**src/rtl/pipe_stage_reg.sv**
```systemverilog
// rtl/pipe_stage_reg.sv - handshaked pipeline stage register with bubble-zeroed control field
// Define PIPE_REG_SKID_EN for the two-entry skid build, where in_ready depends only on registered state and flush.
`timescale 1ns/1ps
module pipe_stage_reg #(
  parameter int CTRL_W = 8,
  parameter int DATA_W = 143,
  parameter int CNT_W  = 16
) (
  input  logic              clk,
  input  logic              rst,
  input  logic              flush,
  input  logic              in_valid,
  output logic              in_ready,
  input  logic [CTRL_W-1:0] in_ctrl,
  input  logic [DATA_W-1:0] in_data,
  output logic              out_valid,
  input  logic              out_ready,
  output logic [CTRL_W-1:0] out_ctrl,
  output logic [DATA_W-1:0] out_data,
  output logic [1:0]        occ,
  output logic [CNT_W-1:0]  bp_cycles
);

  typedef enum logic [1:0] {EMPTY = 2'd0, ONE = 2'd1, TWO = 2'd2} occ_state_t;

  occ_state_t        state, state_nxt;
  logic [CTRL_W-1:0] head_ctrl;
  logic [DATA_W-1:0] head_data;
  logic              in_fire, out_fire, load_head_in;
`ifdef PIPE_REG_SKID_EN
  logic [CTRL_W-1:0] skid_ctrl;
  logic [DATA_W-1:0] skid_data;
  logic              load_skid, load_head_skid;
`endif

  assign out_valid = (state != EMPTY);
  assign out_ctrl  = head_ctrl & {CTRL_W{out_valid}};
  assign out_data  = head_data;
  assign occ       = state;

  // Gating with rst keeps the stage closed for the whole reset window.
`ifdef PIPE_REG_SKID_EN
  assign in_ready = rst & (state != TWO) & ~flush;
`else
  assign in_ready = rst & (~out_valid | out_ready) & ~flush;
`endif

  assign in_fire  = in_valid & in_ready;
  assign out_fire = out_valid & out_ready;

  always_comb begin
    state_nxt    = state;
    load_head_in = 1'b0;
`ifdef PIPE_REG_SKID_EN
    load_skid      = 1'b0;
    load_head_skid = 1'b0;
`endif
    if (flush) begin
      state_nxt = EMPTY;
    end else begin
      case (state)
        EMPTY: begin
          if (in_fire) begin
            state_nxt    = ONE;
            load_head_in = 1'b1;
          end
        end
        ONE: begin
          if (in_fire && out_fire) begin
            load_head_in = 1'b1;
`ifdef PIPE_REG_SKID_EN
          end else if (in_fire) begin
            state_nxt = TWO;
            load_skid = 1'b1;
`endif
          end else if (out_fire) begin
            state_nxt = EMPTY;
          end
        end
`ifdef PIPE_REG_SKID_EN
        TWO: begin
          if (out_fire) begin
            state_nxt      = ONE;
            load_head_skid = 1'b1;
          end
        end
`endif
        default: state_nxt = EMPTY;
      endcase
    end
  end

  always_ff @(posedge clk or negedge rst) begin
    if (!rst) state <= EMPTY;
    else      state <= state_nxt;
  end

  // Data is deliberately not cleared on flush or drain; only out_ctrl is masked.
  always_ff @(posedge clk or negedge rst) begin
    if (!rst) begin
      head_ctrl <= '0;
      head_data <= '0;
    end else if (load_head_in) begin
      head_ctrl <= in_ctrl;
      head_data <= in_data;
`ifdef PIPE_REG_SKID_EN
    end else if (load_head_skid) begin
      head_ctrl <= skid_ctrl;
      head_data <= skid_data;
`endif
    end
  end

`ifdef PIPE_REG_SKID_EN
  always_ff @(posedge clk or negedge rst) begin
    if (!rst) begin
      skid_ctrl <= '0;
      skid_data <= '0;
    end else if (load_skid) begin
      skid_ctrl <= in_ctrl;
      skid_data <= in_data;
    end
  end
`endif

  always_ff @(posedge clk or negedge rst) begin
    if (!rst) begin
      bp_cycles <= '0;
    end else if (out_valid && !out_ready && (bp_cycles != '1)) begin
      bp_cycles <= bp_cycles + CNT_W'(1);
    end
  end

endmodule
```
**config.mk**
```make
export PLATFORM = sky130hd
export DESIGN_NAME = pipe_stage_reg
export DESIGN_NICKNAME = d
export VERILOG_FILES = /design/src/rtl/pipe_stage_reg.sv
export SDC_FILE = /design/constraint.sdc
export NUM_CORES = 1
export LEC_CHECK = 0
export CAP_MARGIN = 40
export CORE_MARGIN = 8
export CORE_UTILIZATION = 24
export CTS_BUF_LIST = sky130_fd_sc_hd__clkbuf_4 sky130_fd_sc_hd__clkbuf_8
export CTS_CLUSTER_DIAMETER = 50
export DETAILED_ROUTE_END_ITERATION = 10
export GPL_TIMING_DRIVEN = 1
export HOLD_SLACK_MARGIN = 0.1
export PLACE_DENSITY = 0.58
export SKIP_LAST_GASP = 1
export SYNTH_ARGS = -nofsm -noshare
export SYNTH_HDL_FRONTEND = slang
export SYNTH_SLANG_ARGS = --single-unit
```
**constraint.sdc**
```tcl
create_clock -name clk -period 4.4 [get_ports clk]
set_clock_uncertainty 0.05 [all_clocks]
set_input_delay 1.32 -clock clk [delete_from_list [all_inputs] [get_ports clk]]
set_output_delay 1.32 -clock clk [all_outputs]
set_load 0.01 [all_outputs]
```
# ---- Word-level counts from Yosys, hierarchy flattened
# Cells that the tools add are included.
dict set report op_classes {
  add_sub_neg 1
  n_mul 0
  div_mod_pow 0
  n_lt_le_gt_ge 0
  eq_ne 5
  n_shift 0
  mux 9
  n_bitwise 8
  n_reduce_logical 7
}
# op n
set op_table {}
lappend op_table {{$add 16x1->16 const B} 1}
lappend op_table {{$ne 16x16->1 const B} 1}
lappend op_table {{$ne 3x3->1 const B} 3}
lappend op_table {{$and 8x8->8} 1}
lappend op_table {{$mux 2} 4}
lappend op_table {{$and 1x1->1} 4}
lappend op_table {{$pmux 2 s2} 1}
lappend op_table {{$logic_and 1x1->1} 3}
lappend op_table {{$mux 1} 3}
lappend op_table {{$reduce_and 3->1} 1}
lappend op_table {{$eq 2x1->1 const B} 1}
lappend op_table {{$logic_not 2->1} 1}
lappend op_table {{$not 1->1} 2}
lappend op_table {{$pmux 1 s2} 1}
lappend op_table {{$reduce_bool 2->1} 1}
lappend op_table {{$logic_not 1->1} 1}
lappend op_table {{$or 1x1->1} 1}
dict set report word_totals {
  regBits 169
  latchBits 0
  mem_bits_rw 0
  mem_bits_ro 0
  out_inout_bits 171
  elab_cells 34
  n_memories 0
}

# ---- Logic depth before layout (Yosys ltp)
# Gate-level depths: netlist of the first run.
dict set report depth {
  depth_word 10
  ltp_mapped 6
  depth_no_buf 5
}

# ---- Worst setup path before layout of the first run
# No wires, ideal clock.
dict set report synth_path {
  kind {input -> output}
  start {in out_ready}
  end {out in_ready}
  arrival_ns 1.617
  required_ns 3.030
  path_slack_ns 1.413
  cell_stages 2
  path_buffers 0
  path_cell_list {nor2b_4 -> nor3b_2}
}
dict set report synth_between {
  elab_chain_cells 3
}
# item line
set synth_lines {}
lappend synth_lines {{start, declared} 17} ;# input logic out_ready,
lappend synth_lines {{$or 1x1->1} 45} ;# assign in_ready = rst & (~out_valid | out_ready) & ~flush;
lappend synth_lines {{$and 1x1->1 (2 in a row)} 45}
lappend synth_lines {{end, declared} 13} ;# output logic in_ready,
# No other way between the ends.

# ---- Worst setup path after layout of the first run
# Ends and elaborated chain as after synthesis.

==> results_tabular.tex, run 1 <==
\begin{tabular}{lr}
\hline
Metric & Value \\
\hline
\multicolumn{2}{l}{\textbf{Outcome}} \\
\quad Run status & finished, final reports clean \\
\multicolumn{2}{l}{\textbf{Logic synthesis}} \\
\quad Number of enable flip-flop cells after synthesis & 0 \\
\quad Number of distinct library cell variants in the gate-level netlist after synthesis & 37 \\
\quad Library cell with the largest summed area after synthesis & dfrtp\_1 \\
\quad Total nets after synthesis & 565 \\
\quad Top area cells in the synthesized netlist & dfrtp\_1, mux2\_4, mux2\_2 \\
\quad Post-synthesis sequential area ratio & roughly 61\% \\
\quad Share of Yosys cell area claimed by the top area cell type & between 60\% and 70\% \\
\quad Yosys warning count & 0 \\
\quad Number of synthesized register bits & 168 \\
\quad Synthesized netlist cell count & about 410 \\
\quad Proportion of synthesized flip-flops having asynchronous set or reset & 100\% \\
\quad Top flip-flop cell by instance count after synthesis & dfrtp\_1 \\
\quad Combined area of all synthesized cells & between 6000 and 7000 um\^{}2 \\
\quad Avg Inst Size Synth & 16.9 um\^{}2 \\
\multicolumn{2}{l}{\textbf{Placed design}} \\
\quad Post-placement cell count & 1,109 \\
\quad Half-perimeter wire length after detailed placement & 15,500 um \\
\quad Setup WS pre-CTS & about 0.11 ns \\
\quad Buffers added on ports & about 330 \\
\quad Routability cong. & approximately 0.74 \\
\multicolumn{2}{l}{\textbf{Clocking}} \\
\quad H-tree depth & 4 \\
\quad Number of setup buffers added after CTS & 0 \\
\quad Bufs on Longest Clock Path & 2 \\
\quad TritonCTS clock tree & yes \\
\quad CTS Buf Count & 17 \\
\quad Root buffer cell & clkbuf\_8 \\
\quad Clock transition at path regs & 0.10 ns \\
\quad Clock sink total & 168 \\
\quad Hold buffer count at CTS & 0 \\
\quad \# resized after CTS & 0 \\
\quad Source-to-sink clock delay at the later pin of the worst-skew pair & $\sim$0.45 ns \\
\multicolumn{2}{l}{\textbf{Detailed routing}} \\
\quad Uppermost metal layer occupied by signal nets & met4 \\
\quad Met2 wirelength from detailed routing & 9510 um \\
\quad Residual DRC count & 0 \\
\quad Initial DRT Pass Iterations & 4 \\
\quad Via density per instance & 4.08 \\
\quad Post-route antenna net violation count & 0 \\
\quad DR vias & 4,653 \\
\quad Met3 wire len & 2470 um \\
\quad Number of DRC markers after the initial detailed-route iteration & 117 \\
\quad Wirelength, routed & 20,500 um \\
\quad Wire length the detailed router placed on met1 & 8300 um \\
\quad DR WL/cell & 18.0 um \\
\multicolumn{2}{l}{\textbf{Floorplan}} \\
\quad Die boundary height & 185 um \\
\quad Die X-Extent & 185 um \\
\quad Total die area & 34,300 um\^{}2 \\
\quad FP Rows & 62 \\
\quad Top-level I/O count & $\sim$330 \\
\quad Placeable Area & approximately 28,000 um\^{}2 \\
\quad Initial Util & 24.2\% \\
\multicolumn{2}{l}{\textbf{Finish}} \\
\quad Area used by multi-input combinational logic & 2530 um\^{}2 \\
\quad Most used cells in the layout excluding fill and tap cells & clkdlybuf4s50\_1, dfrtp\_1, mux2\_4 \\
\quad Total area of sequential cells & between 4000 and 5000 um\^{}2 \\
\quad Most common cell after layout, fill and taps aside & clkdlybuf4s50\_1 \\
\quad Fillers & 2,772 \\
\quad Area Overhead vs Synth & 60.6\% \\
\quad Non-filler cells, final & 1,141 \\
\quad \# diodes & 0 \\
\quad Total Nets Final & 901 \\
\quad Fraction of final layout cells with drive strength greater than 1 & 26.9\% \\
\multicolumn{2}{l}{\textbf{STA}} \\
\quad Max Fclk & 0.234 GHz \\
\quad Final worst setup slack & 0.124 ns \\
\quad Period Utilization, post-route & 97.2\% \\
\quad Tightest slew margin relative to the limit & 48.2\% \\
\quad Number of endpoints failing setup at the final stage & 0 \\
\quad Setup repair after global routing missed its margin & false \\
\quad Post-layout min period & 4.28 ns \\
\quad Final count of hold timing violations & 0 \\
\quad Summed negative setup slack over all endpoints & 0 ns \\
\quad Max-slew violation count & 0 \\
\quad Slew at the pin closest to its max-slew limit & 0.777 ns \\
\multicolumn{2}{l}{\textbf{Pwr}} \\
\quad Overall power of the completed layout & 0.00466 W \\
\quad P\_leak & 4.83 nW \\
\quad Worst IR Drop VDD & 0.195 mV \\
\quad Power density of the placed cells & 422 nW/um\^{}2 \\
\multicolumn{2}{l}{\textbf{Min path}} \\
\quad Kind of path behind the tightest hold check & flip-flop to flip-flop \\
\multicolumn{2}{l}{\textbf{Global route}} \\
\quad Wire length of the first global-routing pass & just over 30,000 um \\
\quad Total global routing track utilization & approximately 12\% \\
\quad Global route overflow & 0 \\
\quad Number of global-route vias before repair & 5,122 \\
\quad Maximum number of pins on one net before global-route repair & 62 \\
\quad Number of antenna violations at the first check in global routing & 0 \\
\multicolumn{2}{l}{\textbf{Job}} \\
\quad Max cap viols & 0 \\
\multicolumn{2}{l}{\textbf{Critical path}} \\
\quad WP data required & 3.03 ns \\
\quad Crit start category & input pin \\
\quad Element type at the critical path end & output pin \\
\quad WS Path Type & input pin to output pin \\
\quad Signal arrival time at the worst endpoint & 2.91 ns \\
\quad Max FO, Critical Path & 4 \\
\hline
\end{tabular}
-- cell families after synthesis --
group / synth area share [%]
DFF: 61.1
muxes: 29.4
and+or+nand+nor: 5.00
other: 0.0545
xor gates and xnor gates: 1.53
buffers and inverters: 2.27
AOI/OAI and AO/OA: 0.509
adders and majority gates: 0.182
-- report_power, final --
| group | internal (W) | switching (W) | leakage, nW |
|---|---|---|---|
| Sequential | 0.00184 | 0.000179 | 2.02 |
| Clock | 0.000540 | 0.000682 | 0.209 |
| Combinational | 0.000939 | 0.000480 | 2.61 |
| Total | 0.00332 | 0.00134 | 4.83 |
-- synth_stat cells, types with 2 or more instances --
master     n
nor3_1     2
xor2_1    11
nand4_1    4
mux2_2    73
a21oi_1    2
and4_1     2
dfrtp_1  168
buf_6      9
nor4b_1    2
nand2_1    6
a31oi_1    2
nor4_1     2
nand3_1    6
buf_2      8
and2_1     8
nor2_1     3
buf_4      2
mux2_4    79
-- critical path, stage by stage --
cell and delay, ns:
clkdlybuf4s50_1 0.53, nor2b_4 0.07, nor3b_2 0.36, clkdlybuf4s50_1 0.62
-- layer usage --
| layer | vias up | track usage (%) |
|---|---|---|
| li1 | 2110 | - |
| met1 | 2327 | 13.6 |
| met2 | 206 | 18.5 |
| met3 | 10 | 5.94 |
| met4 | 0 | 3.07 |
| met5 | - | 0 |
-- final timing paths --
| path | startpoint | to | slack, ns | cells past startpoint |
|---|---|---|---|---|
| setup / recovery | out_ready | in_ready | 0.12 | 4 |
| setup reg to reg | occ[0] | out_data[109] | 2.09 | 5 |
| min in group asynchronous | rst | bp_cycles[3] | 0.90 | 2 |
| hold reg to reg | head_ctrl[2] | head_ctrl[2] | 0.46 | 1 |
| max in group asynchronous | rst | out_data[93] | 2.26 | 4 |
| hold / removal | head_ctrl[2] | head_ctrl[2] | 0.46 | 1 |
-- registers in the layout (all words and copies together), names as in the netlist --
register and flops:
bp_cycles 16, occ 1, head_ctrl 8, out_data 143
-- metrics by stage --
stage	hold slack (ns)	cell area [um^2]	util (%)
after CTS	0.459	11000	38.8
after global routing	0.468	11000	38.8
after detailed placement	0.436	10600	37.3
after global placement	0.431	10600	37.2
after floorplan	0.421	6880	-
final	0.457	11000	38.8
-- cell type report --
| type | count | share of cell area [%] |
|---|---|---|
| Tap cell | 384 | 4.35 |
| Sequential cell | 168 | 38.0 |
| Multi-Input combinational cell | 221 | 22.9 |
| Timing Repair Buffer | 336 | 30.7 |
| Clock buffer | 17 | 2.12 |
| Clock inverter | 15 | 1.83 |
(Power assumes the default switching activity.)
==> run 2: changes to the inputs <==
Settings changed: CORE_ASPECT_RATIO from default to 0.75.
==> run 2 against run 1 <==
Compared with the run above:
- die area is 0.16% higher
- non-clock buffer count is 1 lower
- combinational power hardly changed
- register-to-register slack worse by 0.02 ns
- critical path depth stayed put
- critical endpoint unchanged
- largest power group unchanged
- worst setup slack worse by 0.043 ns
- clock power is 13% lower
- total power is 3.3% lower
- worst hold slack worse by 0.0025 ns
- wire length is 2.3% higher
- global-route usage is 0.23 points higher
- count of clock-buffer cells in the layout is 2 higher
==> results_tabular.tex, run 2 (same netlist as run 1, synthesis figures left out) <==
\begin{tabular}{lr}
\hline
Metric & Value \\
\hline
\multicolumn{2}{l}{\textbf{Finish}} \\
\quad Total Nets Final & 900 (-0.11\%) \\
\quad Final Instance Area & 11,000 um\^{}2 (-0.78\%) \\
\quad Area Overhead vs Synth & 59.3\% \\
\quad Max FFs per register & 143 (unchanged) \\
\quad Most used cells in the layout excluding fill and tap cells & clkdlybuf4s50\_1, dfrtp\_1, mux2\_4 \\
\quad \# diodes & 0 (unchanged) \\
\quad Fraction of final layout cells with drive strength greater than 1 & 26.9\% (-0.097 points) \\
\quad Fillers & 2,716 (-2.0\%) \\
\quad Most common cell after layout, fill and taps aside & clkdlybuf4s50\_1 \\
\multicolumn{2}{l}{\textbf{Global route}} \\
\quad Wire length of the first global-routing pass & 31,300 um (+1.6\%) \\
\quad Total global routing track utilization & 11.8\% (+0.23 points) \\
\quad Maximum number of pins on one net before global-route repair & 59 (-4.8\%) \\
\quad Number of global-route vias before repair & 4,916 (-4.0\%) \\
\quad Global-route track usage on met1 & 14.8\% (+1.2 points) \\
\quad Met2 Use GR & 17.7\% (-0.75 points) \\
\quad Most utilized layer in the global route result & met2 \\
\quad Number of antenna violations at the first check in global routing & 0 (unchanged) \\
\quad Global route overflow & 0 (unchanged) \\
\quad Global routing met3 resource utilization & 6.23\% (+0.29 points) \\
\multicolumn{2}{l}{\textbf{Detailed routing}} \\
\quad Post-route antenna net violation count & 0 (unchanged) \\
\quad Via density per instance & 4.06 (-0.45\%) \\
\quad Initial DRT Pass Iterations & 4 (unchanged) \\
\quad DR WL/cell & 18.4 um (+2.3\%) \\
\quad Wirelength, routed & 21,000 um (+2.3\%) \\
\quad Residual DRC count & 0 (unchanged) \\
\quad DR vias & 4,632 (-0.45\%) \\
\quad Number of DRC markers after the initial detailed-route iteration & 162 (+38\%) \\
\multicolumn{2}{l}{\textbf{STA}} \\
\quad Summed negative setup slack over all endpoints & 0 ns (unchanged) \\
\quad Period Utilization, post-route & 98.1\% (+0.97 points) \\
\quad Max Fclk & 0.232 GHz (-0.99\%) \\
\quad Setup repair after global routing missed its margin & false \\
\quad Final count of hold timing violations & 0 (unchanged) \\
\quad Max-slew violation count & 0 (unchanged) \\
\quad Post-layout min period & 4.32 ns (+0.0429 ns) \\
\quad Slew at the pin closest to its max-slew limit & 0.734 ns (-0.0433 ns) \\
\quad Tightest slew margin relative to the limit & 51.1\% (+2.9 points) \\
\quad Number of endpoints failing setup at the final stage & 0 (unchanged) \\
\multicolumn{2}{l}{\textbf{Pwr}} \\
\quad P\_leak & 4.79 nW (-0.89\%) \\
\quad Total internal power & 0.00321 W (-3.4\%) \\
\quad Power density of the placed cells & 412 nW/um\^{}2 (-2.5\%) \\
\quad Relative contribution of sequential cells to total power & 44.8\% (+1.4 points) \\
\quad Worst IR Drop VDD & 0.204 mV (+4.5\%) \\
\quad Clock share of power & 23.6\% (-2.6 points) \\
\quad Logic pwr share & 31.6\% (+1.2 points) \\
\quad Power dissipated by switching net loads & 0.00130 W (-2.9\%) \\
\quad Net switching share of the total power & 28.9\% (+0.10 points) \\
\multicolumn{2}{l}{\textbf{Floorplan}} \\
\quad Initial Util & 24.5\% (+0.30 points) \\
\quad Top-level I/O count & 327 (unchanged) \\
\quad Die X-Extent & 212 um (+14\%) \\
\quad Placeable Area & 28,100 um\^{}2 (-1.2\%) \\
\quad Die boundary height & 163 um (-12\%) \\
\quad Total die area & 34,400 um\^{}2 (+0.16\%) \\
\quad FP Rows & 53 (-15\%) \\
\multicolumn{2}{l}{\textbf{Clocking}} \\
\quad Number of setup buffers added after CTS & 0 (unchanged) \\
\quad Clock transition at path regs & 0.09 ns (about the same) \\
\quad Clock sink total & 168 (unchanged) \\
\quad Bufs on Longest Clock Path & 2 (unchanged) \\
\quad H-tree depth & 4 (unchanged) \\
\quad CTS Buf Count & 17 (unchanged) \\
\quad Source-to-sink clock delay at the later pin of the worst-skew pair & 0.45 ns (about the same) \\
\quad Root buffer cell & clkbuf\_8 \\
\quad \# resized after CTS & 0 (unchanged) \\
\quad TritonCTS clock tree & yes \\
\quad Hold buffer count at CTS & 0 (unchanged) \\
\multicolumn{2}{l}{\textbf{Critical path}} \\
\quad WP data required & 3.03 ns (about the same) \\
\quad Worst reg-to-reg setup slack & 2.07 ns (-0.02 ns) \\
\quad Element type at the critical path end & output pin \\
\quad Critical Path Max Stage Delay & 0.62 ns (about the same) \\
\quad Capturing point of the worst reg2reg path & out\_data[98] \\
\quad Signal arrival time at the worst endpoint & 2.95 ns (+0.04 ns) \\
\quad Cell repeated most along the worst path & clkdlybuf4s50\_1 \\
\quad Crit start category & input pin \\
\quad Register-to-Register Path Depth & 5 (unchanged) \\
\quad Max FO, Critical Path & 4 (unchanged) \\
\quad Slowest CP cell & clkdlybuf4s50\_1 \\
\quad Series of cell instances along the critical path & clkdlybuf4s50\_1 > nor2b\_4 > nor3b\_2 > clkdlybuf4s50\_1 \\
\quad FF-to-FF Start & occ[0] \\
\quad WS Path Type & input pin to output pin \\
\multicolumn{2}{l}{\textbf{Min path}} \\
\quad Number of cells traversed by the worst hold path & 1 (unchanged) \\
\quad Beginning of the worst hold path & head\_ctrl[6] \\
\quad Destination of the worst hold path & head\_ctrl[6] \\
\quad Kind of path behind the tightest hold check & flip-flop to flip-flop \\
\multicolumn{2}{l}{\textbf{Placed design}} \\
\quad Routability cong. & 0.732 (-1.3\%) \\
\quad Dpl cell area & 10,600 um\^{}2 (-0.18\%) \\
\quad Half-perimeter wire length after detailed placement & 15,700 um (+1.6\%) \\
\quad Buffers added on ports & 325 (unchanged) \\
\multicolumn{2}{l}{\textbf{Job}} \\
\quad Max cap viols & 0 (unchanged) \\
\multicolumn{2}{l}{\textbf{Outcome}} \\
\quad Run status & finished, final reports clean \\
\hline
\end{tabular}
-- run 2: layout make-up --
cell class	count	area [um^2]	share of cell area, %
Sequential cell	168	4200	38.3
Timing Repair Buffer	335	3370	30.8
Multi-Input combinational cell	221	2530	23.1
Tap cell	385	482	4.39
Clock buffer	19	255	2.33
Clock inverter	13	114	1.04
-- run 2: metal layers --
metal | wire, um | vias to the layer above
li1 | - | 2115
met1 | 9160 | 2317
met2 | 9330 | 187
met3 | 2310 | 13
met4 | 167 | 0
met5 | 0 | -
-- run 2: power by group through the flow --
stage          Sequential [W]  Clock [W]  Combinational [W]
6_report              0.00202    0.00106            0.00142
5_1_grt               0.00207    0.00119            0.00151
4_1_cts               0.00203    0.00114            0.00145
3_5_place_dp          0.00205          0            0.00145
3_3_place_gp          0.00204          0            0.00144
2_1_floorplan         0.00217          0           0.000416
-- run 2: metrics by stage --
step | setup WS (ns) | std cells | util, % | hold slack [ns] | power, W
floorplan | 1.41 | 408 | - | 0.421 | 0.00259
global route | 0.0393 | 1141 | 39.0 | 0.470 | 0.00477
CTS | 0.0723 | 1141 | 39.0 | 0.458 | 0.00462
global placement | 0.114 | 1108 | 37.6 | 0.429 | 0.00349
finish | 0.0816 | 1141 | 39.0 | 0.454 | 0.00451
detailed placement | 0.0760 | 1109 | 37.7 | 0.436 | 0.00350
-- run 2: how the worst max path moves through the flow --
stage,cells past startpoint,end,start
after CTS,4,in_ready,out_ready
after floorplan,2,in_ready,out_ready
after global routing,4,in_ready,out_ready
after detailed placement,4,in_ready,out_ready
after global placement,4,in_ready,out_ready
final,4,in_ready,out_ready
-- run 2: critical path, delay by kind of cell --
kind / cells / cell delay [ns]
buffers and inverters: 2 / 1.17
AND/OR/NAND/NOR: 2 / 0.45
==> run 3: changes to the inputs <==
Settings changed: SLEW_MARGIN from default to 30.
==> run 3 against run 2 <==
Compared with the run above:
- count of clock-buffer cells in the layout stayed put
- wire length decreased by 0.27%
- critical path depth unchanged
- first-iteration DRC count is 13% higher
- via count rose by 0.22%
- register-to-register slack worse by 0.03 ns
- worst setup slack got worse by 0.0046 ns
- combinational power hardly changed
==> results_tabular.tex, run 3 (same netlist as run 1, synthesis figures left out) <==
\begin{tabular}{lr}
\hline
Metric & Value \\
\hline
\multicolumn{2}{l}{\textbf{Finish}} \\
\quad Area Overhead vs Synth & 60.4\% \\
\quad Fraction of final layout cells with drive strength greater than 1 & 26.9\% (+0.097 points) \\
\quad Total area of sequential cells & 4200 um\^{}2 (unchanged) \\
\quad Max FFs per register & 143 (unchanged) \\
\quad Most common cell after layout, fill and taps aside & clkdlybuf4s50\_1 \\
\quad Fillers & 2,726 (+0.37\%) \\
\quad Area used by multi-input combinational logic & 2530 um\^{}2 (unchanged) \\
\quad \# diodes & 0 (unchanged) \\
\quad Most used cells in the layout excluding fill and tap cells & clkdlybuf4s50\_1, dfrtp\_1, mux2\_4 \\
\quad Total Nets Final & 901 (+0.11\%) \\
\multicolumn{2}{l}{\textbf{Clocking}} \\
\quad CTS Buf Count & 17 (unchanged) \\
\quad H-tree depth & 4 (unchanged) \\
\quad Source-to-sink clock delay at the later pin of the worst-skew pair & 0.45 ns (about the same) \\
\quad Bufs on Longest Clock Path & 2 (unchanged) \\
\quad Hold buffer count at CTS & 0 (unchanged) \\
\quad Clock sink total & 168 (unchanged) \\
\quad Root buffer cell & clkbuf\_8 \\
\quad \# resized after CTS & 0 (unchanged) \\
\quad Number of setup buffers added after CTS & 0 (unchanged) \\
\quad Clock transition at path regs & 0.09 ns (about the same) \\
\quad TritonCTS clock tree & yes \\
\multicolumn{2}{l}{\textbf{Detailed routing}} \\
\quad Residual DRC count & 0 (unchanged) \\
\quad DR WL/cell & 18.3 um (-0.36\%) \\
\quad Wirelength, routed & 20,900 um (-0.27\%) \\
\quad Initial DRT Pass Iterations & 4 (unchanged) \\
\quad DR vias & 4,642 (+0.22\%) \\
\quad Via density per instance & 4.06 (+0.13\%) \\
\quad Number of DRC markers after the initial detailed-route iteration & 183 (+13\%) \\
\quad Post-route antenna net violation count & 0 (unchanged) \\
\multicolumn{2}{l}{\textbf{Critical path}} \\
\quad Series of cell instances along the critical path & clkdlybuf4s50\_1 > nor2b\_4 > nor3b\_2 > clkdlybuf4s50\_1 \\
\quad WP data required & 3.03 ns (about the same) \\
\quad Cell repeated most along the worst path & clkdlybuf4s50\_1 \\
\quad Element type at the critical path end & output pin \\
\quad Signal arrival time at the worst endpoint & 2.95 ns (about the same) \\
\quad Crit start category & input pin \\
\quad Max FO, Critical Path & 4 (unchanged) \\
\quad Critical Path Max Stage Delay & 0.63 ns (about the same) \\
\quad CP delay by family, top & buffers and inverters \\
\quad WS Path Type & input pin to output pin \\
\quad Count of buffering cells on the critical path with inverters included & 2 (unchanged) \\
\quad Slowest CP cell & clkdlybuf4s50\_1 \\
\multicolumn{2}{l}{\textbf{STA}} \\
\quad Setup repair after global routing missed its margin & false \\
\quad Slew at the pin closest to its max-slew limit & 0.639 ns (-0.0946 ns) \\
\quad Final count of hold timing violations & 0 (unchanged) \\
\quad Max Fclk & 0.231 GHz (-0.11\%) \\
\quad Number of endpoints failing setup at the final stage & 0 (unchanged) \\
\quad Post-layout min period & 4.32 ns (+0.00456 ns) \\
\quad Max-slew violation count & 0 (unchanged) \\
\quad Summed negative setup slack over all endpoints & 0 ns (unchanged) \\
\quad Tightest slew margin relative to the limit & 57.4\% (+6.3 points) \\
\quad Period Utilization, post-route & 98.2\% (+0.10 points) \\
\multicolumn{2}{l}{\textbf{Global route}} \\
\quad Maximum number of pins on one net before global-route repair & 59 (unchanged) \\
\quad Wire length of the first global-routing pass & 31,500 um (+0.68\%) \\
\quad Total global routing track utilization & 11.9\% (+0.090 points) \\
\quad Number of global-route vias before repair & 5,038 (+2.5\%) \\
\quad Global route overflow & 0 (unchanged) \\
\quad Number of antenna violations at the first check in global routing & 1 (+1) \\
\multicolumn{2}{l}{\textbf{Outcome}} \\
\quad Run status & finished, final reports clean \\
\multicolumn{2}{l}{\textbf{Floorplan}} \\
\quad Initial Util & 24.5\% (unchanged) \\
\quad Die X-Extent & 212 um (unchanged) \\
\quad Die boundary height & 163 um (unchanged) \\
\quad Total die area & 34,400 um\^{}2 (unchanged) \\
\quad Top-level I/O count & 327 (unchanged) \\
\quad Placeable Area & 28,100 um\^{}2 (unchanged) \\
\quad FP Rows & 53 (unchanged) \\
\multicolumn{2}{l}{\textbf{Placed design}} \\
\quad Buffers added on ports & 325 (unchanged) \\
\quad Routability cong. & 0.732 (unchanged) \\
\quad Half-perimeter wire length after detailed placement & 15,800 um (+0.57\%) \\
\multicolumn{2}{l}{\textbf{Min path}} \\
\quad Kind of path behind the tightest hold check & flip-flop to flip-flop \\
\multicolumn{2}{l}{\textbf{Pwr}} \\
\quad Power density of the placed cells & 420 nW/um\^{}2 (+2.1\%) \\
\quad Overall power of the completed layout & 0.00464 W (+2.8\%) \\
\quad Worst IR Drop VDD & 0.195 mV (-4.4\%) \\
\quad P\_leak & 4.84 nW (+0.94\%) \\
\multicolumn{2}{l}{\textbf{Job}} \\
\quad Max cap viols & 0 (unchanged) \\
\hline
\end{tabular}
[run 3: power breakdown]
group          internal (W)  switching (W)  leakage [nW]  total (W)
sequential          0.00184       0.000179          2.02    0.00202
combinational      0.000940       0.000489          2.61    0.00143
clock              0.000545       0.000640         0.209    0.00119
[run 3: path summary, 6_finish.rpt]
check,cells after the start,slack [ns],from,end
setup / recovery,4,0.08,out_ready,in_ready
hold / removal,1,0.46,head_ctrl[6],head_ctrl[6]
setup reg to reg,5,2.04,occ[0],out_data[98]
hold reg to reg,1,0.46,head_ctrl[6],head_ctrl[6]
max in group asynchronous,4,2.32,rst,out_data[49]
min in group asynchronous,2,0.94,rst,out_data[21]
[run 3: cell type report]
class	count	share of cell area [%]
Timing Repair Buffer	336	30.8
Sequential cell	168	38.1
Clock buffer	19	2.31
Multi-Input combinational cell	221	23.0
Tap cell	385	4.36
Clock inverter	13	1.45
[run 3: through the flow]
stage               worst slack [ns]  instance area, um^2  hold WS (ns)  std cells  utilization [%]
floorplan                       1.41                 6880         0.421        408                -
finish                        0.0771                11000         0.456       1142             39.3
CTS                           0.0592                11000         0.458       1141             39.2
global route                  0.0194                11000         0.470       1142             39.3
global placement               0.114                10600         0.429       1108             37.6
detailed placement            0.0702                10600         0.437       1109             37.7
[run 3: routing by layer]
layer | track usage [%] | routed length (um) | vias up
met5 | 0 | 13 | -
met4 | 2.84 | 166 | 2
met3 | 6.58 | 2390 | 12
met2 | 17.9 | 9430 | 188
met1 | 14.8 | 8910 | 2314
li1 | - | - | 2126
